## src/rtl/e203_exu_wbck_arbt_pkg.sv

```systemverilog
// Shared widths, defaults and helpers for the EXU writeback arbiter.
// Also holds the starvation-limit default used by the arbiter.
package e203_exu_wbck_arbt_pkg;

    localparam int E203_XLEN            = 32;
    localparam int E203_RFIDX_WIDTH     = 5;
    localparam int E203_RFREG_NUM       = 32;
    localparam int E203_WBCK_STARVE_MAX = 4;

    typedef enum logic [1:0] {
        GNT_NONE,
        GNT_ALU,
        GNT_LONGP
    } wbck_gnt_e;

    // Starvation counter is at least 3 bits wide, wider if the limit needs it.
    function automatic int starve_cnt_w(input int smax);
        int w;
        w = $clog2(smax + 1);
        return (w < 3) ? 3 : w;
    endfunction

endpackage

```

## src/rtl/e203_exu_wbck_sb.sv

```systemverilog
// Pending-write scoreboard for long-pipe destinations; flags regs whose write is outstanding.
module e203_exu_wbck_sb
    import e203_exu_wbck_arbt_pkg::*;
#(
    parameter int RFIDX_W   = E203_RFIDX_WIDTH,
    parameter int RFREG_NUM = E203_RFREG_NUM
) (
    input  logic               clk,
    input  logic               rst_n,
    input  logic               set_vld,
    input  logic [RFIDX_W-1:0] set_idx,
    input  logic               clr_vld,
    input  logic [RFIDX_W-1:0] clr_idx,
    input  logic [RFIDX_W-1:0] chk_src1_idx,
    input  logic [RFIDX_W-1:0] chk_src2_idx,
    input  logic [RFIDX_W-1:0] chk_dest_idx,
    output logic               chk_src1_hzd,
    output logic               chk_src2_hzd,
    output logic               chk_dest_hzd
);

    logic [RFREG_NUM-1:0] pend_r;
    logic [RFREG_NUM-1:0] pend_nxt;
    logic [RFREG_NUM-1:0] set_mask;
    logic [RFREG_NUM-1:0] clr_mask;

    // Set is applied after clear so a same-cycle reissue of the index stays pending.
    always_comb begin
        set_mask = '0;
        clr_mask = '0;
        if (set_vld) set_mask[set_idx] = 1'b1;
        if (clr_vld) clr_mask[clr_idx] = 1'b1;
        pend_nxt    = (pend_r & ~clr_mask) | set_mask;
        pend_nxt[0] = 1'b0;
    end

    sirv_gnrl_dfflr #(.DW(RFREG_NUM)) u_pend_dff (
        .lden  (set_vld | clr_vld),
        .dnxt  (pend_nxt),
        .qout  (pend_r),
        .clk   (clk),
        .rst_n (rst_n)
    );

    assign chk_src1_hzd = pend_r[chk_src1_idx];
    assign chk_src2_hzd = pend_r[chk_src2_idx];
    assign chk_dest_hzd = pend_r[chk_dest_idx];

endmodule

```

## src/rtl/sirv_gnrl_dfflr.sv

```systemverilog
// General-purpose load-enable flop with asynchronous active-low reset to zero.
module sirv_gnrl_dfflr #(
    parameter int DW = 32
) (
    input  logic          lden,
    input  logic [DW-1:0] dnxt,
    output logic [DW-1:0] qout,
    input  logic          clk,
    input  logic          rst_n
);

    always_ff @(posedge clk or negedge rst_n) begin
        if (!rst_n) begin
            qout <= '0;
        end else if (lden) begin
            qout <= dnxt;
        end
    end

endmodule

```

## src/rtl/e203_exu_wbck_arbt.sv

```systemverilog
// Writeback arbiter: long-pipe has fixed priority, a starvation counter forces ALU grants.
// Optional long-pipe pending-write scoreboard enabled by E203_WBCK_LONGP_SB_EN.
module e203_exu_wbck_arbt
    import e203_exu_wbck_arbt_pkg::*;
#(
    parameter int XLEN       = E203_XLEN,
    parameter int RFIDX_W    = E203_RFIDX_WIDTH,
    parameter int RFREG_NUM  = E203_RFREG_NUM,
    parameter int STARVE_MAX = E203_WBCK_STARVE_MAX
) (
    input  logic               clk,
    input  logic               rst_n,
    input  logic               alu_wbck_valid,
    output logic               alu_wbck_ready,
    input  logic               alu_wbck_rdwen,
    input  logic [RFIDX_W-1:0] alu_wbck_rdidx,
    input  logic [XLEN-1:0]    alu_wbck_wdat,
    input  logic               longp_wbck_valid,
    output logic               longp_wbck_ready,
    input  logic               longp_wbck_rdwen,
    input  logic [RFIDX_W-1:0] longp_wbck_rdidx,
    input  logic [XLEN-1:0]    longp_wbck_wdat,
    input  logic               longp_issue_valid,
    input  logic [RFIDX_W-1:0] longp_issue_rdidx,
    input  logic [RFIDX_W-1:0] chk_src1_idx,
    input  logic [RFIDX_W-1:0] chk_src2_idx,
    input  logic [RFIDX_W-1:0] chk_dest_idx,
    output logic               chk_src1_hzd,
    output logic               chk_src2_hzd,
    output logic               chk_dest_hzd,
    output logic               rf_wbck_ena,
    output logic [RFIDX_W-1:0] rf_wbck_rdidx,
    output logic [XLEN-1:0]    rf_wbck_wdat
);

    localparam int               CNT_W   = starve_cnt_w(STARVE_MAX);
    localparam logic [CNT_W-1:0] CNT_MAX = CNT_W'(STARVE_MAX);

    logic [CNT_W-1:0] starve_cnt;
    logic [CNT_W-1:0] starve_cnt_nxt;
    logic             starve_force;
    logic             alu_hs;
    logic             longp_hs;
    wbck_gnt_e        gnt;

    // Forcing only matters while the ALU still requests, so a dropped request never stalls long-pipe.
    assign starve_force     = alu_wbck_valid & (starve_cnt == CNT_MAX);
    assign longp_wbck_ready = ~starve_force;
    assign alu_wbck_ready   = rst_n & (starve_force | ~longp_wbck_valid);
    assign alu_hs           = alu_wbck_valid & alu_wbck_ready;
    assign longp_hs         = rst_n & longp_wbck_valid & longp_wbck_ready;

    always_comb begin
        starve_cnt_nxt = starve_cnt;
        if (!alu_wbck_valid || alu_hs) begin
            starve_cnt_nxt = '0;
        end else if (starve_cnt != CNT_MAX) begin
            starve_cnt_nxt = starve_cnt + CNT_W'(1);
        end
    end

    sirv_gnrl_dfflr #(.DW(CNT_W)) u_starve_dff (
        .lden  (1'b1),
        .dnxt  (starve_cnt_nxt),
        .qout  (starve_cnt),
        .clk   (clk),
        .rst_n (rst_n)
    );

    // Writes to x0 and handshake-only results leave the port idle with zeroed index/data.
    always_comb begin
        gnt = GNT_NONE;
        if (longp_hs)    gnt = GNT_LONGP;
        else if (alu_hs) gnt = GNT_ALU;
        rf_wbck_ena   = 1'b0;
        rf_wbck_rdidx = '0;
        rf_wbck_wdat  = '0;
        case (gnt)
            GNT_LONGP: begin
                if (longp_wbck_rdwen && (longp_wbck_rdidx != '0)) begin
                    rf_wbck_ena   = 1'b1;
                    rf_wbck_rdidx = longp_wbck_rdidx;
                    rf_wbck_wdat  = longp_wbck_wdat;
                end
            end
            GNT_ALU: begin
                if (alu_wbck_rdwen && (alu_wbck_rdidx != '0)) begin
                    rf_wbck_ena   = 1'b1;
                    rf_wbck_rdidx = alu_wbck_rdidx;
                    rf_wbck_wdat  = alu_wbck_wdat;
                end
            end
            default: ;
        endcase
    end

`ifdef E203_WBCK_LONGP_SB_EN
    e203_exu_wbck_sb #(
        .RFIDX_W   (RFIDX_W),
        .RFREG_NUM (RFREG_NUM)
    ) u_sb (
        .clk          (clk),
        .rst_n        (rst_n),
        .set_vld      (longp_issue_valid & (longp_issue_rdidx != '0)),
        .set_idx      (longp_issue_rdidx),
        .clr_vld      (longp_hs & longp_wbck_rdwen),
        .clr_idx      (longp_wbck_rdidx),
        .chk_src1_idx (chk_src1_idx),
        .chk_src2_idx (chk_src2_idx),
        .chk_dest_idx (chk_dest_idx),
        .chk_src1_hzd (chk_src1_hzd),
        .chk_src2_hzd (chk_src2_hzd),
        .chk_dest_hzd (chk_dest_hzd)
    );
`else
    logic unused_sb;
    assign unused_sb    = ^{longp_issue_valid, longp_issue_rdidx,
                            chk_src1_idx, chk_src2_idx, chk_dest_idx};
    assign chk_src1_hzd = 1'b0;
    assign chk_src2_hzd = 1'b0;
    assign chk_dest_hzd = 1'b0;
`endif

endmodule
```

## config.mk

```make
export PLATFORM = sky130hd
export DESIGN_NAME = e203_exu_wbck_arbt
export DESIGN_NICKNAME = d
export VERILOG_FILES = /design/src/rtl/e203_exu_wbck_arbt_pkg.sv /design/src/rtl/e203_exu_wbck_sb.sv /design/src/rtl/sirv_gnrl_dfflr.sv /design/src/rtl/e203_exu_wbck_arbt.sv
export SDC_FILE = /design/constraint.sdc
export NUM_CORES = 1
export LEC_CHECK = 0
export ABC_AREA = 1
export BUFFER_PORTS_ARGS = -buffer_cell sky130_fd_sc_hd__buf_2
export CAP_MARGIN = 20
export CORE_UTILIZATION = 31
export DETAILED_ROUTE_END_ITERATION = 6
export MAX_ROUTING_LAYER = met4
export PLACE_DENSITY = 0.86
export SYNTH_ARGS = -nofsm -noshare
export SYNTH_HDL_FRONTEND = slang
export SYNTH_SLANG_ARGS = --single-unit
```

## constraint.sdc

```tcl
create_clock -name clk -period 1.8 [get_ports clk]
set_input_delay 0.36 -clock clk [delete_from_list [all_inputs] [get_ports clk]]
set_output_delay 0.36 -clock clk [all_outputs]
set_load 0.05 [all_outputs]
```

-- Word-level counts from Yosys, hierarchy flattened
Index checks and enable logic that the tools add are counted.
- output and inout port bits: 43
- word-level logic and storage cells: 34
- input port bits: 101
- bits in registers: 3
- $add $sub $neg: 1
- mux-type cells: 13
- reduce and logical (&&, ||, !) cells: 7
- equality and inequality tests: 4
- bitwise operators: 8
- operator list (kind ; count):
    2-to-1 mux 32 bit ; 2
    one-hot mux 32 bit (2 select lines) ; 1
    2-to-1 mux 5 bit ; 2
    one-hot mux 5 bit (2 select lines) ; 1
    nonzero test 5 bit ; 2
    2-to-1 mux 3 bit ; 2
    bitwise AND 1 bit ; 5
    adder 3 x 1 -> 3 bit (second input constant) ; 1
    == test 3 bit (second input constant) ; 1
    2-to-1 mux 1 bit ; 3
    != test 3 bit (second input constant) ; 1
    == test 2 x 1 -> 1 bit (second input constant) ; 1
    == test 2 bit (second input constant) ; 1
    logical AND 1 bit ; 2
    2-to-1 mux 2 bit ; 1
    NOT 1 bit ; 2
    one-hot mux 1 bit (2 select lines) ; 1
    nonzero test 2 bit ; 1
    logical NOT 1 bit ; 1
    logical OR 1 bit ; 1
    bitwise OR 1 bit ; 1

-- Logic depth before layout (Yosys ltp)
Gate-level depths: netlist of the first run.
- depth in word-level cells: 9
- mapped depth: 9
- depth with buffers taken out: 7

-- Cells and area by module
A second synthesis of the first run with hierarchy kept.
- cells, all modules: 182
- area total of the unflattened synthesis: 1074.8 µm²
- by module, submodules not included (module ; times used ; area each (µm²) ; cells an instance ; seq. area each (µm²)):
    e203_exu_wbck_arbt ; 1 ; 962.2 ; 169 ; 0.0
    sirv_gnrl_dfflr ; 1 ; 112.6 ; 13 ; 75.1

-- Worst setup path before layout of the first run
OpenSTA, ideal clock, no wires.
- path type: register to output
- from: register u_starve_dff.qout[0]
- to: output port rf_wbck_rdidx[2]
- arrival time: 2406 ps
- path buffers: 1
- slack: -966 ps
- required time: 1440 ps
- stages on the path, launching flop included: 8
- cells stage by stage: dfrtp_1 > inv_1 > ha_1 > nand3_2 > nand2_2 > nand3_2 > buf_6 > o21ai_0
- elaborated cells between the ends (all ways): 12
- those cells by class: eq/ne (3); mux (3); bitwise (6)
- RTL lines (item ; RTL line ; source):
    from (decl) ; sirv_gnrl_dfflr.sv:7 ; output logic [DW-1:0] qout,
    from (signal assigned) ; sirv_gnrl_dfflr.sv:16 ; qout <= dnxt;
    == test 3 bit * ; e203_exu_wbck_arbt.sv:47 ; assign starve_force = alu_wbck_valid & (starve_cnt == CNT_MAX);
    bitwise AND 1 bit * ; e203_exu_wbck_arbt.sv:47 ;
    NOT 1 bit * ; e203_exu_wbck_arbt.sv:48 ; assign longp_wbck_ready = ~starve_force;
    named net longp_wbck_ready ; e203_exu_wbck_arbt.sv:19 ; output logic longp_wbck_ready,
    bitwise AND 1 bit * ; e203_exu_wbck_arbt.sv:51 ; assign longp_hs = rst_n & longp_wbck_valid & longp_wbck_ready;
    2-to-1 mux 2 bit * ; e203_exu_wbck_arbt.sv:73 ; if (longp_hs) gnt = GNT_LONGP;
    == test 2 x 1 -> 1 bit / == test 2 bit (equally long branches) ; e203_exu_wbck_arbt.sv:78 ; case (gnt)
    one-hot mux 5 bit (2 select lines) * ; e203_exu_wbck_arbt.sv:78 ;
    to (decl) ; e203_exu_wbck_arbt.sv:32 ; output logic [RFIDX_W-1:0] rf_wbck_rdidx,
Mark *: on every way through the listed nets, which the timed path passes. The rest lies on a longest branch.

-- Worst setup path after layout of the first run
- from: register u_starve_dff.qout[1]
- to: output port rf_wbck_rdidx[1]
- longest elaborated chain between the ends: 9
- elaborated cells between the ends (all ways): 12
- those cells by class: eq/ne (3); mux (3); bitwise (6)
- ends and longest elaborated chain (item ; RTL line ; source):
    == test 3 bit * ; e203_exu_wbck_arbt.sv:47 ;
    bitwise AND 1 bit * ; e203_exu_wbck_arbt.sv:47 ;
    bitwise OR 1 bit ; e203_exu_wbck_arbt.sv:49 ; assign alu_wbck_ready = rst_n & (starve_force | ~longp_wbck_valid);
    bitwise AND 1 bit ; e203_exu_wbck_arbt.sv:49 ;
    bitwise AND 1 bit ; e203_exu_wbck_arbt.sv:50 ; assign alu_hs = alu_wbck_valid & alu_wbck_ready;
    2-to-1 mux 1 bit ; e203_exu_wbck_arbt.sv:74 ; else if (alu_hs) gnt = GNT_ALU;
    2-to-1 mux 2 bit * ; e203_exu_wbck_arbt.sv:73 ;
    == test 2 x 1 -> 1 bit / == test 2 bit (equally long branches) ; e203_exu_wbck_arbt.sv:78 ;
    one-hot mux 5 bit (2 select lines) * ; e203_exu_wbck_arbt.sv:78 ;
Every way passes the cells marked *; elsewhere a longest branch is shown, timed or not.

==> flow_metrics.py, run 1 <==
metrics = {
    "pwr": {
        "power.total_mw": 0.870,
        "power_density_nw_per_um2": 330,
        "cellLeakagePower_nw": 1.16,
        "p_switching_mw": 0.445,
        "clockPowerShare_pct": 14.3,
        "p_seq_share_pct": 8.8,
        "vdd_drop_max_mv": 0.306,
        "comb_power_share_pct": 76.9,
        "swShare_pct": 51.2,
        "internal-power_mw": 0.424,
    },
    "clock_network": {
        "cts_tree": "yes",
        "cts_root_buf": "clkbuf_4",
        "htreeDepth": 1,
        "cts.clk_slew.worst_paths_ns": 0.04,
        "holdBufCountCts": 0,
        "clockBufferDepth": 2,
        "cts_made_buffers": 3,
        "clk_latency_ns": 0.24,
        "clkSinkCount": 3,
    },
    "yosys": {
        "avgSynthCellArea_sq_um": 6.07,
        "synth_top_area_cell": "nand3_1",
        "synth_top_area_share_pct": 33.1,
        "syn_area_sq_um": 1040,
        "syn_inst": 172,
        "ys_types": 22,
        "synthTopCellsByArea": "nand3_1 (33%), o21ai_2 (17%), dfrtp_1 (7.2%)",
        "synth_edf_count": 0,
        "ys_ff_latch": 3,
        "synth_most_common_cell": "nand3_1",
        "synth_common_cells": "nand3_1 (69), o21ai_2 (20), nand2_1 (12)",
        "yosys_warnings": 0,
        "ys.flop_type": "dfrtp_1",
        "synthArstFlopShare_pct": 100,
        "ys_seq_area_share_pct": 7.19,
    },
    "final_layout": {
        "antenna-diode-count": 0,
        "stdcell_area_sq_um": 2640,
        "nets": 405,
        "final_cells": 345,
        "largestRegisters": "u_starve_dff.qout: 3 flops",
        "syn2layout_area_growth_pct": 152,
        "drive_above_1_share_pct": 71.8,
        "largest_reg_flops": 3,
        "fillers": 192,
        "regMostFlops": "u_starve_dff.qout",
    },
    "worst_setup_path": {
        "crit_family": "buffers and inverters",
        "cp.required_ns": 1.44,
        "worstSetupStartpointType": "register",
        "crit_type": "register to output port",
        "arrival_ns": 1.78,
        "cp_slowest_stage_delay_ns": 0.35,
        "cp_max_fo": 5,
        "critPathSlowestCell": "dfrtp_1",
        "crit_buf_inv": 4,
        "end_kind": "output port",
        "crit_path_cell_trace": "inv_2 > ha_4 > nand3_4 > nand2_4 > nor2_4 > buf_12 > clkbuf_16 > nand3_2 > o21ai_4 > buf_6",
    },
    "floorplan": {
        "start_util_pct": 33.4,
        "core_area_sq_um": 3130,
        "row_count": 20,
        "fp.dieH_um": 60.1,
        "die_w_um": 60.1,
        "dieArea_sq_um": 3610,
        "io_pins": 144,
    },
    "job": {
        "drv_cap": 0,
    },
    "placement": {
        "postPlaceCellArea_sq_um": 2060,
        "portBuffers": 119,
        "dp_worst_setup_slack_ns": -0.238,
        "gp_congestion": 0.713,
        "place_hpwl_um": 3290,
        "placedCellCount": 335,
    },
    "global_route": {
        "grt_pass1_wl_um": 7580,
        "busiest_layer": "met2",
        "grt_overflow": 0,
        "grt_util_met2_pct": 54.0,
        "grtUsageMet1_pct": 28.5,
        "antenna_found_initial": 0,
        "grt_pass1_vias": 1770,
        "grt_max_degree": 26,
        "globalRouteTotalUtil_pct": 28.9,
        "use_met3_pct": 3.68,
    },
    "detailed_routing": {
        "drc_errors": 0,
        "antenna_left": 0,
        "wl_per_cell_um": 17.9,
        "drtIter0Drc": 174,
        "wirelength_um": 6190,
        "vias": 1905,
        "routed_via_density": 5.52,
        "first_pass_iters": 4,
    },
    "sta": {
        "setup_violations": 38,
        "slew_viol_final": 0,
        "hold_viol": 0,
        "finalCritPeriodShare_pct": 119,
        "rsz0062_at_grt": "true",
        "clock_skew_ns": 0.00276,
        "fmax_mhz": 468,
        "worst_slack_ns": -0.337,
        "period_needed_ns": 2.14,
    },
    "run_status": {
        "outcome": "complete, but fails checks",
        "violations": "setup timing",
    },
    "worst_hold_path": {
        "hold_class": "input pin to asynchronous set/reset pin",
    },
}
## repair_timing
item | in CTS | in global routing
cloned | 1 | 2
resized for setup | 90 | 29
pin swaps | 0 | 2
setup endpoints to repair | 39 | 39
setup buffers | 1 | 2
## worst register-to-register path, stage by stage, from the launching register on
cell and delay [ns]:
dfrtp_1 0.37, inv_2 0.08, ha_4 0.15, nand3_4 0.09, buf_4 0.15, buf_4 0.12
nor2_1 0.14, nand2_1 0.07, o21ai_0 0.08
## cell type report
cell class	instances	area (sq um)	area share, %
repair buffers	144	1180	44.6
well taps	44	55.1	2.09
flip-flops and latches	3	75.1	2.85
inverters	8	30.0	1.14
multi-input cells	142	1270	48.3
clock buffers	4	26.3	0.997
## cells in the final DEF (no fill, tap or decap)
cell type / n
buf_16: 1
buf_12: 6
o211ai_1: 1
nand2_1: 9
clkbuf_4: 3
o21ai_2: 7
clkbuf_1: 1
nand3_1: 49
buf_2: 80
clkbuf_16: 2
nand2_2: 3
o21ai_4: 31
ha_1: 1
nor2_2: 1
inv_1: 5
buf_4: 16
conb_1: 3
buf_8: 5
nand3b_1: 1
clkinv_1: 1
nand2_4: 1
inv_2: 2
nor2_4: 1
buf_6: 34
o21ai_0: 3
nand3_4: 6
xor2_1: 1
dfrtp_1: 3
a21oi_1: 1
nand3_2: 16
ha_4: 1
nor2_1: 6
## layer usage
layer	vias to the layer above	share of wire, %
met1	905	35
met3	28	6.0
li1	862	-
met2	110	56
met4	0	3.5
met5	-	0
## kinds of logic after synthesis
| family | Yosys count | share of synthesized area (%) |
|---|---|---|
| DFF | 3 | 7.19 |
| adders and majority gates | 2 | 2.39 |
| buffers and inverters | 29 | 17.7 |
| AOI/OAI and AO/OA | 43 | 28.0 |
| and+or+nand+nor | 93 | 43.5 |
| xor gates and xnor gates | 1 | 0.838 |
| other | 1 | 0.359 |
## worst paths after layout
path	start	endpoint	slack, ns	cells after the start
hold reg to reg	u_starve_dff.qout[0]	u_starve_dff.qout[0]	0.59	2
setup reg to reg	u_starve_dff.qout[0]	u_starve_dff.qout[1]	0.47	8
hold / removal	rst_n	u_starve_dff.qout[1]	0.02	2
setup / recovery	u_starve_dff.qout[1]	rf_wbck_rdidx[1]	-0.34	10
min in group clk	alu_wbck_valid	u_starve_dff.qout[2]	0.56	4
max in group asynchronous	rst_n	u_starve_dff.qout[0]	1.66	2
## metrics by stage
stage	TNS (ns)	utilization [%]	hold slack [ns]
finish	-10.19	84.2	0.0216
global placement	-5.19	66.0	0.268
global route	-12.78	84.2	0.0213
floorplan	-8.35	-	0.0644
detailed placement	-6.35	66.0	0.274
CTS	-10.85	77.6	0.0198
## power by group through the flow
stage	clock [mW]	sequential, mW	combinational [mW]
after global routing	0.133	0.0771	0.702
after CTS	0.125	0.0761	0.605
final	0.124	0.0769	0.669
after floorplan	0	0.0781	0.361
after global placement	0	0.0766	0.519
after detailed placement	0	0.0770	0.530
No activity file was read; power rests on OpenSTA's default activity.
==> run 2, diff against run 1 <==
--- a/config.mk
+++ b/config.mk
@@ -12,6 +12,7 @@
 export DETAILED_ROUTE_END_ITERATION = 6
 export MAX_ROUTING_LAYER = met4
 export PLACE_DENSITY = 0.86
+export RECOVER_POWER = 25
 export SYNTH_ARGS = -nofsm -noshare
 export SYNTH_HDL_FRONTEND = slang
 export SYNTH_SLANG_ARGS = --single-unit
==> run 2 against run 1 <==
First-iteration DRC count is 1.7% lower; wire length about the same; largest power group unchanged; clock-buffer cell count unchanged; die area did not move; highest routed layer unchanged; the run still ends with setup timing left; cell area decreased by 0.14%; global-route usage unchanged.
==> flow_metrics.py, run 2 (synthesis gave the netlist of run 1 again) <==
metrics = {
    "worst_hold_path": {
        "hold_class": "input pin to asynchronous set/reset pin",
    },
    "floorplan": {
        "start_util_pct": 33.4,
        "fp.dieH_um": 60.1,
        "io_pins": 144,
        "core_area_sq_um": 3130,
        "dieArea_sq_um": 3610,
        "die_w_um": 60.1,
        "row_count": 20,
    },
    "clock_network": {
        "cts_root_buf": "clkbuf_4",
        "clkSinkCount": 3,
        "htreeDepth": 1,
        "clockBufferDepth": 2,
        "cts_made_buffers": 3,
        "cts.clk_slew.worst_paths_ns": 0.04,
        "cts_tree": "yes",
        "holdBufCountCts": 0,
        "clk_latency_ns": 0.24,
    },
    "worst_setup_path": {
        "worstSetupStartpointType": "register",
        "rrSetupSlack_ns": 0.47,
        "crit_path_cell_trace": "inv_2 > ha_4 > nand3_4 > nand2_4 > nor2_4 > buf_12 > clkbuf_16 > nand3_2 > o21ai_4 > buf_6",
        "crit_buf_inv": 4,
        "r2r_end": "u_starve_dff.qout[1]",
        "regToRegStartpoint": "u_starve_dff.qout[0]",
        "cp_max_fo": 5,
        "cp_slowest_stage_delay_ns": 0.35,
        "crit_type": "register to output port",
        "crit_family": "buffers and inverters",
        "arrival_ns": 1.78,
        "critPathSlowestCell": "dfrtp_1",
        "cp.required_ns": 1.44,
        "ff2ff_path_depth": 8,
        "end_kind": "output port",
    },
    "placement": {
        "place_hpwl_um": 3290,
        "portBuffers": 119,
        "postPlaceCellArea_sq_um": 2060,
        "gp_congestion": 0.713,
    },
    "pwr": {
        "power_density_nw_per_um2": 330,
        "swShare_pct": 51.3,
        "internal-power_mw": 0.423,
        "vdd_drop_max_mv": 0.306,
        "cellLeakagePower_nw": 1.15,
        "comb_power_share_pct": 76.9,
        "p_seq_share_pct": 8.8,
        "clockPowerShare_pct": 14.3,
        "p_switching_mw": 0.445,
    },
    "detailed_routing": {
        "wirelength_um": 6190,
        "wl_per_cell_um": 17.9,
        "routed_via_density": 5.52,
        "first_pass_iters": 4,
        "vias": 1903,
        "drtIter0Drc": 171,
        "antenna_left": 0,
        "drc_errors": 0,
    },
    "global_route": {
        "grt_max_degree": 26,
        "globalRouteTotalUtil_pct": 28.9,
        "grt_pass1_wl_um": 7580,
        "grt_pass1_vias": 1770,
        "grt_overflow": 0,
        "antenna_found_initial": 0,
    },
    "final_layout": {
        "drive_above_1_share_pct": 71.4,
        "antenna-diode-count": 0,
        "nets": 405,
        "largest_reg_flops": 3,
        "fin_util_pct": 84.1,
        "syn2layout_area_growth_pct": 152,
        "stdcell_area_sq_um": 2630,
        "final_common_cell": "buf_2",
        "regMostFlops": "u_starve_dff.qout",
        "largestRegisters": "u_starve_dff.qout: 3 flops",
        "layout_common_cells": "buf_2 (80), nand3_1 (49), buf_6 (34), o21ai_4 (31), nand3_2 (16)",
    },
    "sta": {
        "setup_violations": 38,
        "worst_slack_ns": -0.337,
        "whs_ns": 0.0962,
        "hold_viol": 0,
        "finalCritPeriodShare_pct": 119,
        "rsz0062_at_grt": "true",
        "clock_skew_ns": 0.00276,
        "fmax_mhz": 468,
        "period_needed_ns": 2.14,
        "slew_viol_final": 0,
    },
    "run_status": {
        "outcome": "complete, but fails checks",
        "violations": "setup timing",
    },
    "job": {
        "drv_cap": 0,
    },
}
run 2: changes by cell type in the layout (fill, tap and decap cells not counted):
cell,delta
buf_4,-1
clkbuf_1,+1
run 2: power by group through the flow:
stage          sequential [mW]  clock, mW  combinational, mW
2_1_floorplan           0.0781          0              0.361
3_3_place_gp            0.0766          0              0.519
3_5_place_dp            0.0770          0              0.530
4_1_cts                 0.0761      0.125              0.605
5_1_grt                 0.0771      0.133              0.701
6_report                0.0769      0.124              0.668
run 2: repair_timing:
item | 4_1_cts | 5_1_grt
pin swaps | 0 | 2
resized for setup | 90 | 29
setup endpoints to repair | 39 | 39
gates cloned | 1 | 2
buffers inserted | 1 | 2
run 2: metrics by stage:
stage	TNS, ns	setup slack [ns]	power (mW)	instances
finish	-10.26	-0.337	0.869	345
global route	-12.87	-0.386	0.911	345
CTS	-10.85	-0.313	0.807	341
detailed placement	-6.35	-0.238	0.607	335
global placement	-5.19	-0.194	0.595	335
floorplan	-8.35	-0.228	0.439	174
run 2: layout make-up:
class                   instances  area (sq um)
fillers                       194           497
multi-input cells             142          1270
repair buffers                144          1170
inverters                       8          30.0
clock buffers                   4          26.3
well taps                      44          55.1
flip-flops and latches          3          75.1
run 2: worst max path at each step:
stage	cells past startpoint	start	to	slack (ns)
4_1_cts	10	u_starve_dff.qout[0]	rf_wbck_wdat[3]	-0.31
2_1_floorplan	8	u_starve_dff.qout[0]	rf_wbck_ena	-0.23
3_5_place_dp	9	u_starve_dff.qout[0]	rf_wbck_wdat[29]	-0.24
5_1_grt	10	u_starve_dff.qout[0]	rf_wbck_rdidx[0]	-0.39
6_report	10	u_starve_dff.qout[1]	rf_wbck_rdidx[1]	-0.34
3_3_place_gp	9	u_starve_dff.qout[0]	rf_wbck_wdat[25]	-0.19
run 2: metal layers:
metal	vias up	wire length (um)	GRT usage [%]
met1	903	2140	28.5
li1	862	-	-
met5	-	0	-
met4	0	214	16.3
met2	110	3460	54.0
met3	28	370	3.68
